--- config.mk ---
export PLATFORM = sky130hd
export DESIGN_NAME = framebuffer_scanout_engine
export DESIGN_NICKNAME = d
export VERILOG_FILES = /design/src/rtl/framebuffer_scanout_engine.sv
export SDC_FILE = /design/constraint.sdc
export NUM_CORES = 1
export LEC_CHECK = 0
export ABC_AREA = 1
export CELL_PAD_IN_SITES_DETAIL_PLACEMENT = 2
export CELL_PAD_IN_SITES_GLOBAL_PLACEMENT = 2
export CORE_ASPECT_RATIO = 0.5
export CORE_MARGIN = 2
export CORE_UTILIZATION = 29
export CTS_BUF_LIST = sky130_fd_sc_hd__clkbuf_2
export CTS_CLUSTER_SIZE = 30
export DETAILED_ROUTE_END_ITERATION = 16
export PLACE_DENSITY = 0.75
export SYNTH_ARGS = -nofsm -noshare
export SYNTH_HDL_FRONTEND = slang
export SYNTH_SLANG_ARGS = --single-unit
--- constraint.sdc ---
create_clock -name clk -period 2.5 [get_ports clk]
set_clock_uncertainty 0.2 [all_clocks]
set_input_delay 0.5 -clock clk [delete_from_list [all_inputs] [get_ports clk]]
set_output_delay 0.5 -clock clk [all_outputs]
set_load 0.005 [all_outputs]
--- src/rtl/framebuffer_scanout_engine.sv ---
// Raster scanout of a packed 3-bpp framebuffer: three byte reads per 8-pixel group, then eight pixels out.
// One idle cycle precedes each read; a stalled pixel (pix_valid & !pix_ready) holds data/x/y and issues no reads.
module framebuffer_scanout_engine #(
    parameter int                H_PIX     = 640,
    parameter int                V_PIX     = 480,
    parameter int                ADDR_W    = 17,
    parameter logic [ADDR_W-1:0] BASE_ADDR = '0
) (
    input  logic              clk,
    input  logic              rst_,
    input  logic              start,
    input  logic              abort,
    output logic              busy,
    output logic              mem_rd_req,
    output logic [ADDR_W-1:0] mem_rd_addr,
    input  logic [7:0]        mem_rd_data,
    input  logic              mem_rd_valid,
    output logic              pix_valid,
    input  logic              pix_ready,
    output logic [2:0]        pix_data,
    output logic [9:0]        pix_x,
    output logic [8:0]        pix_y,
    output logic              frame_done
);

    localparam logic [9:0]        X_LAST    = 10'(H_PIX - 1);
    localparam logic [8:0]        Y_LAST    = 9'(V_PIX - 1);
    localparam logic [ADDR_W-1:0] GRP_BYTES = ADDR_W'(3);

    typedef enum logic [2:0] {
        S_IDLE,
        S_RD0,
        S_RD1,
        S_RD2,
        S_EMIT
    } state_t;

    state_t            state_q, state_d;
    logic              req_q, req_d;
    logic [23:0]       grp_q, grp_d;
    logic [2:0]        k_q, k_d;
    logic [9:0]        x_q, x_d;
    logic [8:0]        y_q, y_d;
    logic [ADDR_W-1:0] base_q, base_d;
    logic              done_q, done_d;

    logic [1:0]        rd_off;
    logic [2:0]        pix_sel;
    logic              last_pix;

    assign last_pix = (x_q == X_LAST) && (y_q == Y_LAST);

    // Byte lane within the current group follows the read state.
    always_comb begin
        rd_off = 2'd0;
        case (state_q)
            S_RD1:   rd_off = 2'd1;
            S_RD2:   rd_off = 2'd2;
            default: rd_off = 2'd0;
        endcase
    end

    always_comb begin
        pix_sel = grp_q[2:0];
        case (k_q)
            3'd1:    pix_sel = grp_q[5:3];
            3'd2:    pix_sel = grp_q[8:6];
            3'd3:    pix_sel = grp_q[11:9];
            3'd4:    pix_sel = grp_q[14:12];
            3'd5:    pix_sel = grp_q[17:15];
            3'd6:    pix_sel = grp_q[20:18];
            3'd7:    pix_sel = grp_q[23:21];
            default: pix_sel = grp_q[2:0];
        endcase
    end

    always_comb begin
        state_d = state_q;
        req_d   = req_q;
        grp_d   = grp_q;
        k_d     = k_q;
        x_d     = x_q;
        y_d     = y_q;
        base_d  = base_q;
        done_d  = 1'b0;

        if (abort) begin
            // Abort beats a same-cycle completion or handshake; late completions land in IDLE and are dropped.
            state_d = S_IDLE;
            req_d   = 1'b0;
        end else begin
            case (state_q)
                S_IDLE: begin
                    if (start) begin
                        state_d = S_RD0;
                        x_d     = 10'd0;
                        y_d     = 9'd0;
                        k_d     = 3'd0;
                        base_d  = BASE_ADDR;
                    end
                end

                S_RD0, S_RD1, S_RD2: begin
                    if (!req_q) begin
                        req_d = 1'b1;
                    end else if (mem_rd_valid) begin
                        req_d = 1'b0;
                        if (state_q == S_RD0) begin
                            grp_d[7:0] = mem_rd_data;
                            state_d    = S_RD1;
                        end else if (state_q == S_RD1) begin
                            grp_d[15:8] = mem_rd_data;
                            state_d     = S_RD2;
                        end else begin
                            grp_d[23:16] = mem_rd_data;
                            state_d      = S_EMIT;
                        end
                    end
                end

                S_EMIT: begin
                    if (pix_ready) begin
                        k_d = k_q + 3'd1;
                        if (x_q == X_LAST) begin
                            x_d = 10'd0;
                            y_d = y_q + 9'd1;
                        end else begin
                            x_d = x_q + 10'd1;
                        end
                        if (last_pix) begin
                            state_d = S_IDLE;
                            done_d  = 1'b1;
                            x_d     = 10'd0;
                            y_d     = 9'd0;
                        end else if (k_q == 3'd7) begin
                            // Lines are a whole number of groups, so the next group is always contiguous.
                            base_d  = base_q + GRP_BYTES;
                            state_d = S_RD0;
                        end
                    end
                end

                default: begin
                    state_d = S_IDLE;
                    req_d   = 1'b0;
                end
            endcase
        end
    end

    always_ff @(posedge clk or negedge rst_) begin
        if (!rst_) begin
            state_q <= S_IDLE;
            req_q   <= 1'b0;
            grp_q   <= 24'd0;
            k_q     <= 3'd0;
            x_q     <= 10'd0;
            y_q     <= 9'd0;
            base_q  <= BASE_ADDR;
            done_q  <= 1'b0;
        end else begin
            state_q <= state_d;
            req_q   <= req_d;
            grp_q   <= grp_d;
            k_q     <= k_d;
            x_q     <= x_d;
            y_q     <= y_d;
            base_q  <= base_d;
            done_q  <= done_d;
        end
    end

    assign busy        = (state_q != S_IDLE);
    assign mem_rd_req  = req_q;
    assign mem_rd_addr = req_q ? (base_q + ADDR_W'(rd_off)) : '0;
    assign pix_valid   = (state_q == S_EMIT);
    assign pix_data    = pix_valid ? pix_sel : 3'd0;
    assign pix_x       = pix_valid ? x_q : 10'd0;
    assign pix_y       = pix_valid ? y_q : 9'd0;
    assign frame_done  = done_q;

endmodule

==> out/results.ini <==
[power]
p_leak_uw = 0.002881
vdd_drop_max_mv = 0.3839
total_power_uw = 3920
powerDensity_nw_per_um2 = 588.7

[cts]
cts_buffer_depth = 2
clk_latency_ns = 0.64
cts_tree = built
htree_levels = 3
clkTransAtPathRegs_ns = 0.29
clock_sinks = 68
root_buffer = clkbuf_2
numCtsBuffers = 9

[run_status]
violations = setup timing
status = finished with violations

[setup_path]
worstPathRequired_ns = 1.80
critPathKind = flop to primary output
cpMaxStageDelayCell = dfrtp_1
cp_max_fo = 3
cp_cell_sequence = nor2_2, nand2_2, inv_2, ha_4, fa_2, nand2_2, nor2_4, nand2_2, inv_2, nand2_2, a221oi_2, buf_2
crit_path_end_kind = primary output
crit_top_cell = nand2_2
cpPeakStageDelay_ns = 0.51
critPathLaunchType = flop
arrival_ns = 2.73

[global_route]
grt_usage_pct = 25.74
grt_pass1_vias = 5259
met2_usage_pct = 48.86
grt_use_met1_pct = 30.57
overflow = 0
grt_pass1_wl_um = 30200
antenna_found_initial = 0
grt.busiest_layer = met2
grt_max_degree = 32
grt_use_met3_pct = 4.124

[cells_and_area]
layout-drive-gt1-share_pct = 42.76
syn2layout_area_growth_pct = 59.34
nNetsFinal = 753
final_util_pct = 48.21
diodes = 0
fill_cells = 1556

[die]
die-area_um2 = 15450
die_w_um = 173.8
ios = 57
start_util_pct = 30.25
coreArea_um2 = 13810
die_h_um = 88.89
num_rows = 30

[yosys]
synthTopCellsByArea = dfrtp_1 (41%), nand2_1 (11%), nor2_1 (7.6%), o21ai_0 (5.9%), inv_1 (5.7%)
ys_dominant_reg_cell = dfrtp_1
syn_inst = 561
syn_area_um2 = 4179
ys_ff_latch = 68
synth.top_cell.area_share_pct = 40.72
synth_top_area_cell = dfrtp_1
synth_cell_types = 44
synth.avg_cell_area_um2 = 7.449
syn_nets = 587
synth-async-reset-ratio_pct = 100.0
ys_warn_count = 0
seq_area_frac_synth_pct = 40.72
synth_enable_flop_cells = 0

[sta]
rsz0062_at_grt = true
fmax_mhz = 291.4
min_period_ns = 3.432
holdWs_ns = 0.03652
setup_viol = 84
relSlewSlack_pct = 61.87
worst_pin_slew_ns = 0.5705
post-route-period-util_pct = 137.3
fin_setup_tns_ns = -46.82
slew_viol_final = 0
hold_violations = 0
worst_slack_ns = -0.9318

[route]
viasPerCell = 5.280
drt-initial-drc-count = 293
vias = 4879
dr.pass1.iters = 5
ant_nets = 0
drc = 0
post_drt_wl_per_cell_um = 25.60
drt-total-wl_um = 23650

[place]
finalWeightedCongestion = 0.8119
portBuffers = 56
dp_hpwl_um = 10690

[flow_run]
drv_cap = 0

[min_path]
hp-class = input port to async pin

==> cells in the mapped netlist, types with 2 or more instances <==
| cell type | number |
|---|---|
| buf_1 | 2 |
| nand3_2 | 3 |
| nand2_2 | 2 |
| inv_2 | 4 |
| buf_2 | 2 |
| nor2_2 | 6 |
| nand2_1 | 120 |
| nand4_1 | 13 |
| o21ai_0 | 49 |
| nand2_4 | 2 |
| nand3_1 | 33 |
| a31oi_1 | 4 |
| buf_12 | 2 |
| o21a_1 | 3 |
| xnor2_1 | 3 |
| ha_1 | 11 |
| o21ai_2 | 6 |
| a221oi_1 | 3 |
| clkbuf_1 | 6 |
| nand3b_1 | 2 |
| dfrtp_1 | 68 |
| inv_1 | 64 |
| a21oi_1 | 15 |
| xor2_1 | 14 |
| buf_4 | 2 |
| nor3_1 | 10 |
| a22oi_1 | 2 |
| o21ai_1 | 9 |
| and3_1 | 2 |
| nor2_1 | 85 |
==> flip-flops by register name, summed over array words and instances (netlist names) <==
| signal | count |
|---|---|
| frame_done | 1 |
| x_q | 10 |
| y_q | 9 |
| mem_rd_req | 1 |
| k_q | 3 |
| grp_q | 24 |
| base_q | 17 |
| state_q | 3 |
==> metal layers <==
layer / part of all wire, % / routed length, um / up-vias
li1: - / - / 2163
met1: 45 / 10690 / 2552
met2: 49 / 11610 / 122
met3: 3.4 / 802 / 42
met4: 2.3 / 550 / 0
met5: 0 / 0 / -
==> worst paths after layout <==
path                           startpoint         endpoint  slack (ns)  depth (start not counted)
min in group clk           mem_rd_data[3]        grp_q[19]        0.25                          3
max in group asynchronous            rst_           k_q[0]        1.53                          3
hold / removal                       rst_        grp_q[23]        0.04                          2
hold reg to reg                 grp_q[13]        grp_q[13]        0.35                          2
setup / recovery               state_q[0]  mem_rd_addr[12]       -0.93                         12
setup reg to reg               state_q[1]           y_q[0]       -0.50                         18
==> timing repair <==
item	in CTS	in global routing
hold buffers	1	0
endpoints found under the setup margin	45	58
pin swaps	32	24
setup buffers	28	26
resized for setup	264	129
endpoints found under the hold margin	68	0
cloned	2	4
==> report_power, final <==
part	internal [uW]	switching [uW]	leakage (uW)
Sequential	1300	206	0.000924
Combinational	701	957	0.00188
Clock	237	520	0.0000762
Total	2240	1680	0.00288
==> cells by family (layout without fill, tap and decap cells) <==
kind of cell	after synthesis	count (layout)	synth area share, %
AOI/OAI and AO/OA	99	99	13.71
adders and majority gates	12	12	3.772
buffers and inverters	85	253	8.982
DFF	68	68	40.72
xor gates and xnor gates	17	17	3.563
and+or+nand+nor	280	283	29.25
==> placed cells by master, fill, tap and decap left out, types with 11 or more instances in the layout <==
cell type and instances:
nand3_1 23, nand2_1 97, buf_6 28, nor2_4 23
clkdlybuf4s50_1 14, o21ai_2 11, nand4_1 13, inv_1 54
nand2_2 20, xor2_1 14, dfrtp_1 62, nor2_2 19
buf_4 71, o21ai_0 31, nor2_1 50, o21ai_1 20
buf_2 35
==> critical path: cells and delay by family (launching register included) <==
family / cells / cell delay, ns
AOI/OAI and AO/OA: 1 / 0.23
adders and majority gates: 2 / 0.37
buffers and inverters: 3 / 0.35
DFF: 1 / 0.51
and+or+nand+nor: 6 / 0.62
==> area by class of cell <==
cell class	instances	area (um^2)	area share, %
Inverter	70	287.8	4.322
Clock inverter	7	75.07	1.127
Clock buffer	9	45.04	0.6764
Sequential cell	68	1709	25.67
Timing Repair Buffer	167	1501	22.55
Tap cell	192	240.2	3.608
Multi-Input combinational cell	411	2800	42.05
==> per-stage QoR <==
step / setup slack [ns] / instance area, um^2 / instances
floorplan: -0.002186 / 4184 / 561
global placement: -0.4956 / 5343 / 852
detailed placement: -0.5774 / 5343 / 852
CTS: -0.7007 / 6002 / 897
global route: -1.036 / 6659 / 924
finish: -0.9318 / 6659 / 924
Note: power is estimated with default switching activity, not from simulation.
